==> src/rtl/stopwatch_key_ctrl.sv <==
// -----------------------------------------------------------------------------
// stopwatch_key_ctrl
//
// Purpose:
//   Front end of the stopwatch. Synchronises and debounces the three raw
//   push-buttons, turns debounced presses into one-cycle pulses, and runs the
//   stopwatch mode FSM. The FSM drives the level signals that the 100 Hz
//   counter/display stage samples. `clear` is stretched over CLEAR_CYCLES so
//   the slow consumer always sees it.
//
// Ports:
//   clk        in   system clock (100 MHz)
//   rst_n      in   asynchronous active-low reset
//   key_start  in   raw start/stop button, active-high, bouncy
//   key_pause  in   raw pause (lap-hold) button, active-high
//   key_clear  in   raw clear button, active-high
//   sw_en      out  counting enable level
//   pause      out  display-freeze level (counting continues)
//   clear      out  stretched clear level
//   state      out  current FSM state encoding (LEDs / debug)
// -----------------------------------------------------------------------------
module stopwatch_key_ctrl #(
    parameter int unsigned DEBOUNCE_CYCLES = 2000000,
    parameter int unsigned CLEAR_CYCLES    = 2000000,
    parameter int unsigned CNT_W           = 21
) (
    input  logic       clk,
    input  logic       rst_n,
    input  logic       key_start,
    input  logic       key_pause,
    input  logic       key_clear,
    output logic       sw_en,
    output logic       pause,
    output logic       clear,
    output logic [2:0] state
);

    typedef enum logic [2:0] {
        ST_IDLE  = 3'd0,
        ST_RUN   = 3'd1,
        ST_HOLD  = 3'd2,
        ST_STOP  = 3'd3,
        ST_CLEAR = 3'd4
    } state_t;

    localparam int K_START = 0;
    localparam int K_PAUSE = 1;
    localparam int K_CLEAR = 2;

    localparam logic [CNT_W-1:0] DB_LAST  = CNT_W'(DEBOUNCE_CYCLES - 1);
    localparam logic [CNT_W-1:0] CLR_LAST = CNT_W'(CLEAR_CYCLES - 1);
    localparam logic [CNT_W-1:0] CNT_ONE  = CNT_W'(1);

    logic [2:0]       key_raw;
    logic [2:0]       sync1;
    logic [2:0]       sync2;
    logic [2:0]       db;       // debounced levels
    logic [2:0]       db_d;     // debounced levels delayed, for edge detect
    logic [2:0]       press;    // registered one-cycle press pulses
    logic [CNT_W-1:0] db_cnt [3];

    state_t           state_q;
    state_t           state_nxt;
    logic [CNT_W-1:0] clr_cnt;
    logic [CNT_W-1:0] clr_cnt_nxt;
    logic             sw_en_nxt;
    logic             pause_nxt;
    logic             clear_nxt;

    assign key_raw = {key_clear, key_pause, key_start};

    // -------------------------------------------------------------------------
    // Per-key synchroniser, debounce counter and press pulse.
    // A new level is accepted only after DEBOUNCE_CYCLES consecutive cycles
    // of disagreement; any agreeing cycle restarts the count.
    // -------------------------------------------------------------------------
    always_ff @(posedge clk or negedge rst_n) begin
        if (!rst_n) begin
            sync1 <= '0;
            sync2 <= '0;
            db    <= '0;
            db_d  <= '0;
            press <= '0;
            for (int i = 0; i < 3; i++) begin
                db_cnt[i] <= '0;
            end
        end else begin
            sync1 <= key_raw;
            sync2 <= sync1;
            db_d  <= db;
            press <= db & ~db_d;
            for (int i = 0; i < 3; i++) begin
                if (sync2[i] == db[i]) begin
                    db_cnt[i] <= '0;
                end else if (db_cnt[i] == DB_LAST) begin
                    db[i]     <= sync2[i];
                    db_cnt[i] <= '0;
                end else begin
                    db_cnt[i] <= db_cnt[i] + CNT_ONE;
                end
            end
        end
    end

    // -------------------------------------------------------------------------
    // Mode FSM: state register plus registered outputs.
    // -------------------------------------------------------------------------
    always_ff @(posedge clk or negedge rst_n) begin
        if (!rst_n) begin
            state_q <= ST_IDLE;
            clr_cnt <= '0;
            sw_en   <= 1'b0;
            pause   <= 1'b0;
            clear   <= 1'b0;
        end else begin
            state_q <= state_nxt;
            clr_cnt <= clr_cnt_nxt;
            sw_en   <= sw_en_nxt;
            pause   <= pause_nxt;
            clear   <= clear_nxt;
        end
    end

    // Next state. Priority clear > start > pause; losing pulses are dropped.
    // All presses are ignored while CLEAR is running.
    always_comb begin
        state_nxt   = state_q;
        clr_cnt_nxt = '0;
        case (state_q)
            ST_IDLE: begin
                if (press[K_CLEAR])      state_nxt = ST_CLEAR;
                else if (press[K_START]) state_nxt = ST_RUN;
            end
            ST_RUN: begin
                if (press[K_CLEAR])      state_nxt = ST_CLEAR;
                else if (press[K_START]) state_nxt = ST_STOP;
                else if (press[K_PAUSE]) state_nxt = ST_HOLD;
            end
            ST_HOLD: begin
                // Leaving HOLD via start drops pause so the display catches up.
                if (press[K_CLEAR])      state_nxt = ST_CLEAR;
                else if (press[K_START]) state_nxt = ST_STOP;
                else if (press[K_PAUSE]) state_nxt = ST_RUN;
            end
            ST_STOP: begin
                if (press[K_CLEAR])      state_nxt = ST_CLEAR;
                else if (press[K_START]) state_nxt = ST_RUN;
            end
            ST_CLEAR: begin
                if (clr_cnt == CLR_LAST) state_nxt = ST_IDLE;
                else                     clr_cnt_nxt = clr_cnt + CNT_ONE;
            end
            default: state_nxt = ST_IDLE;   // unused encodings recover
        endcase
    end

    // Outputs are decoded from the next state so they switch with `state`.
    always_comb begin
        sw_en_nxt = 1'b0;
        pause_nxt = 1'b0;
        clear_nxt = 1'b0;
        case (state_nxt)
            ST_RUN:   sw_en_nxt = 1'b1;
            ST_HOLD: begin
                sw_en_nxt = 1'b1;
                pause_nxt = 1'b1;
            end
            ST_CLEAR: clear_nxt = 1'b1;
            default: ;
        endcase
    end

    assign state = state_q;

endmodule

==> config.mk <==
export PLATFORM = sky130hd
export DESIGN_NAME = stopwatch_key_ctrl
export DESIGN_NICKNAME = d
export VERILOG_FILES = /design/src/rtl/stopwatch_key_ctrl.sv
export SDC_FILE = /design/constraint.sdc
export NUM_CORES = 1
export LEC_CHECK = 0
export BUFFER_PORTS_ARGS = -buffer_cell sky130_fd_sc_hd__buf_2
export CAP_MARGIN = 15
export CORE_MARGIN = 4
export CORE_UTILIZATION = 50
export CTS_BUF_LIST = sky130_fd_sc_hd__clkbuf_8
export CTS_CLUSTER_SIZE = 12
export DETAILED_ROUTE_END_ITERATION = 12
export PLACE_DENSITY = 0.66
export SYNTH_ARGS = -nofsm -noshare
export SYNTH_HDL_FRONTEND = slang
export SYNTH_SLANG_ARGS = --single-unit
export TNS_END_PERCENT = 10
==> constraint.sdc <==
create_clock -name clk -period 3.7 [get_ports clk]
set_input_delay 0.185 -clock clk [delete_from_list [all_inputs] [get_ports clk]]
set_output_delay 0.185 -clock clk [all_outputs]
set_load 0.01 [all_outputs]
==> results.py <==
metrics = {
    "run_status": {
        "status": "complete, no violations",
    },
    "cts": {
        "clock_latency_ns": 0.36,
        "cts_tree": "done",
        "clk_path_buf_depth": 2,
        "cts.repair.resized": 0,
        "cts_buffers": 9,
        "cts_sinks": 105,
        "path_clk_slew_ns": 0.10,
        "cts_root_buf": "clkbuf_8",
        "h-tree-depth": 3,
    },
    "critical_path": {
        "cp_data_arrival_time_ns": 2.62,
        "worstPathCellList": "ha_1 > nand2_1 > or4_1 > o21ai_1 > buf_4 > a21oi_1",
        "cpLargestDelayFamily": "compound AO/OA/AOI/OAI gates",
        "max_stage_delay_ns": 0.61,
        "cp_slowest_cell": "o21ai_1",
        "crit_path_end_kind": "flop",
        "crit_buf_inv": 1,
        "path_max_fanout": 11,
        "critical_path_class": "flop to flop",
        "worstSetupStartpointType": "flop",
        "ff2ff_setup_slack_ns": 1.32,
        "worst-endpoint-required_ns": 3.94,
    },
    "synthesis": {
        "synth_seq_cells": 105,
        "synth.avg_cell_area_um2": 10.0,
        "synthCells": 494,
        "synth_most_common_cell": "dfrtp_1",
        "yosysUniqueCellTypes": 40,
        "async_flop_share": 1.00,
        "syn_area_um2": 4960,
        "yosys_warnings": 0,
        "synth_nets": 503,
        "synth-seq-area-share": 0.529,
        "synth_top_area_cell": "dfrtp_1",
        "synth_top_area_frac": 0.529,
        "synth-main-ff-cell": "dfrtp_1",
        "synth.top_cells.by_count": "dfrtp_1, nor2_1, nand3_1",
        "synth-edff-count": 0,
        "synth.area.top_cells": "dfrtp_1, xor2_1, nor2_1",
    },
    "timing": {
        "fin_crit_ns": 2.38,
        "report.final.slew_viol_count": 0,
        "hold_viol": 0,
        "worst_pin_slew_ns": 0.728,
        "skew_ns": 0.00814,
        "slew_headroom": 0.511,
        "fmax_mhz": 419,
        "setup_violations": 0,
        "setup_tns_ns": 0,
        "finalCritPeriodShare": 0.644,
        "rsz0062_at_grt": "false",
    },
    "grt": {
        "grt_pass1_wl_mm": 16.2,
        "grt_max_degree": 46,
        "grt.total_usage": 0.173,
        "grt.overflow.total": 0,
        "grt_pass1_vias": 3517,
        "antenna_found_initial": 0,
    },
    "finish": {
        "fin_nets": 514,
        "final_layout_size_suffix_gt1_frac": 0.0902,
        "fin_cells": 643,
        "syn_to_final_growth_pct": 9.60,
        "final_cell_area_um2": 5440,
        "num_antenna_cells": 0,
    },
    "floorplanning": {
        "boundaryPins": 11,
        "dieArea_um2": 11600,
        "placementRows": 36,
        "core_um2": 9730,
        "die_x_um": 108,
        "initial_core_util": 0.510,
        "die_h_um": 108,
    },
    "place": {
        "dpl.cell_count": 623,
        "place_area_um2": 5150,
        "place_congestion": 0.847,
        "dp_hpwl_mm": 6.15,
        "port_buffers": 10,
    },
    "power_and_ir_drop": {
        "ir_worst_vdd_mv": 0.209,
        "powerDensity_nw_per_um2": 386,
        "design_power_total_mw": 2.10,
        "p_leak_nw": 2.21,
    },
    "drt": {
        "drt-met1-wl_mm": 4.63,
        "wl_met2_mm": 4.27,
        "wl_per_cell_um": 14.4,
        "drc_errors": 0,
        "avgViaCountPerCell": 5.67,
        "highest_layer": "met4",
        "ant_nets": 0,
        "first_pass_iters": 4,
        "drt_iter0_markers": 200,
        "num_vias": 3647,
        "wl_mm": 9.29,
        "wl_met3_um": 272,
    },
    "min_path": {
        "hp-class": "input port to async pin",
    },
    "run": {
        "drv_cap": 0,
    },
}
## metrics by stage
step           hold WS (ns)  utilization  setup slack [ns]
2_1_floorplan        -0.111            -              1.82
3_3_place_gp          0.216        0.529              1.38
3_5_place_dp          0.226        0.529              1.34
4_1_cts               0.359        0.559              1.32
5_1_grt               0.369        0.559              1.12
6_report              0.351        0.559              1.32
## cell type report
cell class,count,area (um^2)
multi-input combinational,357,2220
tap,133,166
timing repair buffer,19,130
clock buffer,10,138
fill,857,4290
inverter,13,48.8
clock inverter,6,113
sequential,105,2630
## layer usage
layer | up-vias | GRT usage
met5 | - | 0
met3 | 12 | 0.0402
met2 | 48 | 0.277
met4 | 0 | 0.0478
li1 | 1789 | -
met1 | 1798 | 0.236
## cell usage in the layout (no fill, tap or decap), types with 13 or more instances in the layout
cell     netlist  layout
o21ai_0       17      16
nor2_1        62      62
xnor2_1       24      24
or4_1         15      15
o31ai_1       16      15
inv_1         13      13
a21oi_1       28      28
or3_1         14      14
nand4_1       20      20
xor2_1        27      27
dfrtp_1      105     105
nand2_1       26      26
nand3_1       34      34
## report_power, final
group	internal [mW]	switching, mW
sequential	1.16	0.00968
clock	0.472	0.401
combinational	0.0176	0.0430
total	1.65	0.453
## logic make-up (layout without fill, tap and decap cells)
kind of cell	after synthesis	in the layout	synth area share
DFF	105	105	0.529
AOI/OAI and AO/OA	66	66	0.0779
and+or+nand+nor	232	232	0.257
xor gates and xnor gates	51	51	0.0900
muxes	4	4	0.00907
adders and majority gates	4	4	0.0101
buffers and inverters	32	48	0.0265
## state kept, by name (all words and copies together), names as in the netlist
register  flops
sw_en         1
clr_cnt      21
db_cnt       63
sync1         3
sync2         3
clear         1
pause         1
db            3
db_d          3
press         3
state         3
## worst paths after layout
kind	start	endpoint	depth (start not counted)
worst min-delay path	rst_n	db_cnt[59]	2
worst min register to register	sync1[2]	sync2[2]	0
max in group asynchronous	rst_n	db_cnt[52]	3
worst max register to register	db_cnt[0]	db_cnt[14]	6
min in group clk	sync1[2]	sync2[2]	0
worst max-delay path	db_cnt[0]	db_cnt[14]	6
## what timing repair did
item,4_1_cts,5_1_grt
hold buffers,4,0
buffers inserted,0,0
hold endpoints to repair,46,0
Power figures use the tool's default switching activity.
